## src/rtl/seg_scan_ctrl_if.sv

```systemverilog
`default_nettype none
// ============================================================================
//  Module      : seg_scan_ctrl_if
//  Description : Bundle of the display-scan signals between the pixel clock,
//                the datapath result register and the 8-digit seven-segment
//                pins.
//                master : drives pix_clk/data/dp/blank and observes the pins
//                slave  : the scan controller
//  Ports       : pix_clk (1), data_in (32), dp_in (8), blank_in (8)  -> slave
//                anode_n (8), cathode_n (7), dp_n (1), frame_start (1) <- slave
//  Revision    : 1.0  initial release
// ============================================================================
interface seg_scan_ctrl_if;
    logic        pix_clk;
    logic [31:0] data_in;
    logic [7:0]  dp_in;
    logic [7:0]  blank_in;
    logic [7:0]  anode_n;
    logic [6:0]  cathode_n;
    logic        dp_n;
    logic        frame_start;

    modport master (
        output pix_clk, data_in, dp_in, blank_in,
        input  anode_n, cathode_n, dp_n, frame_start
    );

    modport slave (
        input  pix_clk, data_in, dp_in, blank_in,
        output anode_n, cathode_n, dp_n, frame_start
    );
endinterface
`default_nettype wire

```

## src/rtl/seg_scan_ctrl.sv

```systemverilog
`default_nettype none
// ============================================================================
//  Module      : seg_scan_ctrl
//  Description : Time-multiplexes a 32-bit hex value onto an eight-digit
//                seven-segment display, advancing one digit per rising edge
//                of the (asynchronous, slow) pix_clk refresh signal.
//                pix_clk is synchronised and edge-detected, never used as a
//                clock. A snapshot of data/dp/blank is taken at each frame
//                start so a frame never tears.
//  Ports       : clk_in      in   board clock, all flops on its rising edge
//                reset       in   asynchronous active-high reset
//                bus         slave modport of seg_scan_ctrl_if
//                  pix_clk, data_in[31:0], dp_in[7:0], blank_in[7:0] (in)
//                  anode_n[7:0], cathode_n[6:0], dp_n, frame_start   (out)
//  Parameters  : NUM_DIGITS  1..8  digits scanned (upper anodes stay off)
//                SYNC_STAGES 2..3  synchroniser depth for pix_clk
//  Options     : LEADING_ZERO_BLANK_EN - blank leading-zero digits above the
//                most significant nonzero nibble (unless their dp is lit)
//  Revision    : 1.0  initial release
// ============================================================================
module seg_scan_ctrl #(
    parameter int NUM_DIGITS  = 8,
    parameter int SYNC_STAGES = 2
) (
    input  wire logic     clk_in,
    input  wire logic     reset,
    seg_scan_ctrl_if.slave bus
);

    localparam logic [2:0] LAST_DIGIT = 3'(NUM_DIGITS - 1);

    // Synchroniser, edge-detect delay flop and scan counter
    logic [SYNC_STAGES-1:0] sync_q, sync_d;
    logic                   delay_q, delay_d;
    logic [2:0]             digit_q, digit_d;

    // Frame snapshot
    logic [31:0] shadow_data_q, shadow_data_d;
    logic [7:0]  shadow_dp_q, shadow_dp_d;
    logic [7:0]  shadow_blank_q, shadow_blank_d;

    // Registered pin drivers
    logic [7:0] anode_q, anode_d;
    logic [6:0] cathode_q, cathode_d;
    logic       dp_q, dp_d;
    logic       frame_q, frame_d;

    logic       strobe;
    logic [2:0] nxt;
    logic       wrap;
    logic [7:0] new_blank;

    function automatic logic [6:0] hex7(input logic [3:0] nib);
        logic [6:0] seg;
        case (nib)
            4'h0: seg = 7'h40;  4'h1: seg = 7'h79;
            4'h2: seg = 7'h24;  4'h3: seg = 7'h30;
            4'h4: seg = 7'h19;  4'h5: seg = 7'h12;
            4'h6: seg = 7'h02;  4'h7: seg = 7'h78;
            4'h8: seg = 7'h00;  4'h9: seg = 7'h10;
            4'hA: seg = 7'h08;  4'hB: seg = 7'h03;
            4'hC: seg = 7'h46;  4'hD: seg = 7'h21;
            4'hE: seg = 7'h06;  default: seg = 7'h0E;
        endcase
        return seg;
    endfunction

`ifdef LEADING_ZERO_BLANK_EN
    // A digit above the most significant nonzero nibble is a leading zero:
    // walking down from the top, it stays blank while every nibble seen so
    // far (itself included) is zero. Digit 0 is never considered.
    logic [7:0] lz_mask;
    logic       run_zero;

    always_comb begin
        lz_mask  = '0;
        run_zero = 1'b1;
        for (int k = NUM_DIGITS - 1; k >= 1; k--) begin
            run_zero   = run_zero & (bus.data_in[4*k +: 4] == 4'h0);
            lz_mask[k] = run_zero & ~bus.dp_in[k];
        end
    end

    assign new_blank = bus.blank_in | lz_mask;
`else
    assign new_blank = bus.blank_in;
`endif

    assign strobe = sync_q[SYNC_STAGES-1] & ~delay_q;
    assign nxt    = (digit_q == LAST_DIGIT) ? 3'd0 : digit_q + 3'd1;
    assign wrap   = strobe && (nxt == 3'd0);

    always_comb begin
        logic [31:0] sel_data;
        logic [7:0]  sel_dp;
        logic [7:0]  sel_blank;

        sync_d         = {sync_q[SYNC_STAGES-2:0], bus.pix_clk};
        delay_d        = sync_q[SYNC_STAGES-1];
        digit_d        = digit_q;
        shadow_data_d  = shadow_data_q;
        shadow_dp_d    = shadow_dp_q;
        shadow_blank_d = shadow_blank_q;
        anode_d        = anode_q;
        cathode_d      = cathode_q;
        dp_d           = dp_q;
        frame_d        = 1'b0;

        // Digit 0 of a new frame is drawn from the values being captured
        // this very cycle, not from the stale snapshot.
        sel_data  = wrap ? bus.data_in : shadow_data_q;
        sel_dp    = wrap ? bus.dp_in   : shadow_dp_q;
        sel_blank = wrap ? new_blank   : shadow_blank_q;

        if (wrap) begin
            shadow_data_d  = bus.data_in;
            shadow_dp_d    = bus.dp_in;
            shadow_blank_d = new_blank;
            frame_d        = 1'b1;
        end

        if (strobe) begin
            digit_d   = nxt;
            anode_d   = sel_blank[nxt] ? 8'hFF : ~(8'b1 << nxt);
            cathode_d = hex7(sel_data[{nxt, 2'b00} +: 4]);
            dp_d      = ~sel_dp[nxt];
        end
    end

    always_ff @(posedge clk_in or posedge reset) begin
        if (reset) begin
            sync_q         <= '0;
            delay_q        <= 1'b0;
            digit_q        <= LAST_DIGIT;   // first strobe wraps to digit 0
            shadow_data_q  <= '0;
            shadow_dp_q    <= '0;
            shadow_blank_q <= '0;
            anode_q        <= 8'hFF;
            cathode_q      <= 7'h7F;
            dp_q           <= 1'b1;
            frame_q        <= 1'b0;
        end else begin
            sync_q         <= sync_d;
            delay_q        <= delay_d;
            digit_q        <= digit_d;
            shadow_data_q  <= shadow_data_d;
            shadow_dp_q    <= shadow_dp_d;
            shadow_blank_q <= shadow_blank_d;
            anode_q        <= anode_d;
            cathode_q      <= cathode_d;
            dp_q           <= dp_d;
            frame_q        <= frame_d;
        end
    end

    assign bus.anode_n     = anode_q;
    assign bus.cathode_n   = cathode_q;
    assign bus.dp_n        = dp_q;
    assign bus.frame_start = frame_q;

endmodule
`default_nettype wire
```

## src/flat_wrapper.sv

```systemverilog
// flat-port wrapper written by rule: the top's interface ports become plain ports
module seg_scan_ctrl_flat 
#(
    parameter int NUM_DIGITS  = 8,
    parameter int SYNC_STAGES = 2
)
  (clk_in, reset, bus_pix_clk, bus_data_in, bus_dp_in, bus_blank_in, bus_anode_n, bus_cathode_n, bus_dp_n, bus_frame_start);
  seg_scan_ctrl_if bus_i ();
  input  wire logic clk_in;
  input  wire logic reset;
  input wire logic [$bits(bus_i.pix_clk)-1:0] bus_pix_clk;
  input wire logic [$bits(bus_i.data_in)-1:0] bus_data_in;
  input wire logic [$bits(bus_i.dp_in)-1:0] bus_dp_in;
  input wire logic [$bits(bus_i.blank_in)-1:0] bus_blank_in;
  output wire logic [$bits(bus_i.anode_n)-1:0] bus_anode_n;
  output wire logic [$bits(bus_i.cathode_n)-1:0] bus_cathode_n;
  output wire logic [$bits(bus_i.dp_n)-1:0] bus_dp_n;
  output wire logic [$bits(bus_i.frame_start)-1:0] bus_frame_start;
  assign bus_i.pix_clk = bus_pix_clk;
  assign bus_i.data_in = bus_data_in;
  assign bus_i.dp_in = bus_dp_in;
  assign bus_i.blank_in = bus_blank_in;
  assign bus_anode_n = bus_i.anode_n;
  assign bus_cathode_n = bus_i.cathode_n;
  assign bus_dp_n = bus_i.dp_n;
  assign bus_frame_start = bus_i.frame_start;
  seg_scan_ctrl #(.NUM_DIGITS(NUM_DIGITS), .SYNC_STAGES(SYNC_STAGES)) u_core (.clk_in(clk_in), .reset(reset), .bus(bus_i));
endmodule
```

## config.mk

```make
export PLATFORM = sky130hd
export DESIGN_NAME = seg_scan_ctrl_flat
export DESIGN_NICKNAME = d
export VERILOG_FILES = /design/src/rtl/seg_scan_ctrl_if.sv /design/src/rtl/seg_scan_ctrl.sv /design/src/flat_wrapper.sv
export SDC_FILE = /design/constraint.sdc
export NUM_CORES = 1
export LEC_CHECK = 0
export ABC_AREA = 1
export BUFFER_PORTS_ARGS = -buffer_cell sky130_fd_sc_hd__buf_2
export CORE_MARGIN = 4
export CORE_UTILIZATION = 45
export CTS_CLUSTER_DIAMETER = 60
export DETAILED_ROUTE_END_ITERATION = 10
export PLACE_DENSITY = 0.72
export SYNTH_ARGS = -nofsm -noshare
export SYNTH_HDL_FRONTEND = slang
export SYNTH_SLANG_ARGS = --single-unit
export TNS_END_PERCENT = 1
```

## constraint.sdc

```tcl
create_clock -name clk_in -period 3.75 [get_ports clk_in]
set_input_delay 0.1875 -clock clk_in [delete_from_list [all_inputs] [get_ports clk_in]]
set_output_delay 0.1875 -clock clk_in [all_outputs]
set_load 0.01 [all_outputs]
```

==> metrics.txt <==
EDFF count, synth=0; initial antenna violation count=0; Final setup viols=0; worst-path cell chain=ha_1, ha_1, nor2_2, nand2_4, inv_2, nand2_1, nand2_1, nand2_1, nand2_1, inv_1, nand2_1, nand2_1, ha_1, nand3b_1, nand3_1, nand3_1, nand2_1; Ant. Diodes=0; Clock Skew=7.43 ps; Clock Tree Buf Depth=2; Hold Vio Cnt, Final=0; post-synth top area share=0.344; worst reg2reg path endpoint=u_core.bus.cathode_n[3]; clk slew on worst S/H paths=70 ps; placed cell areas=between 4000 and 5000 µm²; RSZ-0062 raised after global routing=false; R2R setup slack=approximately 560 ps; Worst Hold Class=primary input to register; Leak=2.38 nW; root buf cell=clkbuf_8; sequential area share after synthesis=0.475; synth warn=0; CP startpoint kind=register; I/O pin count=68; core area=8220 µm²; Synth area leader=dfrtp_1; Post-Syn Area=between 3000 and 4000 µm²; clock sink total=71; Flop pwr share=0.304; Worst Path Max Fanout=25; row count=33; CP max stage cell=dfstp_2; reg2reg path depth=17; post-layout min period=approximately 3200 ps; status=completed; sw frac=0.445; 1st-iter DRT viols=roughly 140; Max-cap violations=0; biggest cell delay along the critical path=570 ps; worst setup path start=u_core.digit_q[0]; Die W=99.7 µm; Tcrit/Tclk final=0.850; Die Span Y=about 100 µm; cell mode on critical path=nand2_1; nets=615; Clk pwr share=0.144; Post-DRT Antenna Nets=0; initial cell density of the core=0.461; gr usage total=0.185; CTS H-tree lvls=3; hold path endpoint=u_core.shadow_blank_q[5]; total wire length=roughly 8.6 mm; worst setup path class=register to register; P&R area growth vs syn=16.1%; Slew Limit Fails=0; die footprint=between 9000 and 10,000 µm²; Crit. End Element=register; Setup Fix Bufs, Post-CTS=0; TritonCTS clock tree=built; Worst-Skew Late Latency=340 ps; vias per cell=about 4.8; # port buffers=between 60 and 70; dpl hpwl=5.98 mm; share of cells above drive strength 1=0.217; r2r startpoint=u_core.digit_q[0]; Avg Synthesized Cell Area=7.76 µm²; Worst Path Arrival=approximately 3500 ps; CTS Buf Count=9; number of global-route vias before repair=~3,200; DRT Pass-1 Iters=4; total grt overflow=0; internal power=between 2 and 2.5 mW; hold_ws=63.8 ps; post-synth cell types=27; Least-Margin Pin Slew=between 800 and 900 ps; Net Count, Synth=approximately 550; ranking of synthesized cells by area=dfrtp_1 (34%), nand2_1 (16%), dfstp_2 (13%); hold path depth=3; largest net degree at the start of global routing=around 40; Synth Register Bits=71; pwr/cell area=970 nW/µm²; TNS Setup=0 ps; Max-slew headroom=0.460; wire per inst=12.9 µm; worst hold start=bus_blank_in[5]; first-pass GRT wire length=roughly 15 mm; Required @ worst endpoint=4030 ps; Syn Inst Count=between 400 and 500; # DRC=0; maximum vdd drop=624 µV; RePlAce Congestion=about 0.86; combinational share of power=0.551; fmax=roughly 310 MHz; final instance area=roughly 4400 µm²; Net Sw Power=roughly 1.9 mW; vias=3,213; async set-or-reset flop fraction in the synthesized netlist=1.00; ys flop type=dfrtp_1
-- final cells by class --
cell class	instances	area, µm²
multi-input cells	328	1600
repair buffers	76	408
clock buffers	15	166
clock inverters	1	30.0
well taps	105	131
inverters	70	263
fillers	808	3820
flip-flops and latches	71	1800
-- worst max-delay path by stage --
stage,end,slack (ps),depth (start not counted)
floorplan,u_core.bus.cathode_n[3],1040,18
global placement,u_core.bus.cathode_n[6],690,16
detailed placement,u_core.bus.cathode_n[3],580,16
CTS,u_core.bus.cathode_n[3],560,16
global route,u_core.bus.cathode_n[0],180,17
finish,u_core.bus.cathode_n[3],560,17
-- critical path: cells and delay by family, from the launching register on --
family,cells,cell delay [ps]
flops,1,570
fa+ha+maj,3,800
simple gates,12,1300
buf+inv,2,430
-- cells in the final DEF (no fill, tap or decap), types with 8 or more instances in the layout --
master,n
nand2_1,163
ha_1,8
clkbuf_8,11
buf_2,67
and2_1,16
nand3b_1,20
dfrtp_1,52
nand3_1,50
inv_1,66
dfstp_2,19
nor2_1,31
-- sequential cells by signal, indices dropped and copies added, names as in the netlist --
name and flops:
u_core.shadow_blank_q 8, u_core.bus.dp_n 1, u_core.digit_q 3, u_core.delay_q 1
u_core.sync_q 2, u_core.bus.anode_n 8, u_core.shadow_dp_q 8, u_core.bus.cathode_n 7
u_core.bus.frame_start 1, u_core.shadow_data_q 32
-- power groups by stage --
stage	clock (mW)	combinational, mW	sequential (mW)
after global placement	0	2.30	1.30
after detailed placement	0	2.33	1.31
final	0.616	2.35	1.30
after floorplan	0	1.80	1.33
after global routing	0.665	2.70	1.33
after CTS	0.632	2.36	1.30
-- repair_timing --
item / CTS / global route
hold buffers: 2 / 0
endpoints found under the setup margin: 0 / 0
gates resized for setup: 0 / 0
hold endpoints to repair: 22 / 0
-- per-layer routing --
layer	share of wire	vias up	GRT usage
met2	0.46	60	0.293
li1	-	1635	-
met3	0.049	13	0.0449
met4	0.013	0	0.0578
met5	0	-	0
met1	0.48	1505	0.250
-- Yosys cell counts, types with 3 or more instances --
cell type / n
nand2_1: 163
inv_1: 67
dfrtp_1: 52
nand3_1: 50
nor2_1: 31
nand3b_1: 20
dfstp_2: 19
and2_1: 16
ha_1: 8
o21ai_0: 7
buf_2: 6
buf_4: 5
nand2_2: 5
o21ai_1: 5
o22ai_1: 5
buf_6: 4
a21oi_1: 3
inv_2: 3
nor2_2: 3
o211ai_1: 3
-- per-stage QoR --
| stage | instances | utilization | power [mW] | worst slack [ps] |
|---|---|---|---|---|
| 2_1_floorplan | 488 | - | 3.13 | 1040 |
| 3_3_place_gp | 648 | 0.509 | 3.60 | 686 |
| 3_5_place_dp | 648 | 0.509 | 3.64 | 585 |
| 4_1_cts | 666 | 0.535 | 4.29 | 560 |
| 5_1_grt | 666 | 0.535 | 4.70 | 184 |
| 6_report | 666 | 0.535 | 4.26 | 561 |
-- logic make-up after synthesis --
| logic type | count (synthesis) | synth area share |
|---|---|---|
| AND/OR/NAND/NOR | 294 | 0.353 |
| buffers and inverters | 89 | 0.103 |
| AO/OA/AOI/OAI | 26 | 0.0423 |
| adder cells (fa/ha/maj) | 8 | 0.0264 |
| flip-flops | 71 | 0.475 |
Note: power is estimated with default switching activity, not from simulation.
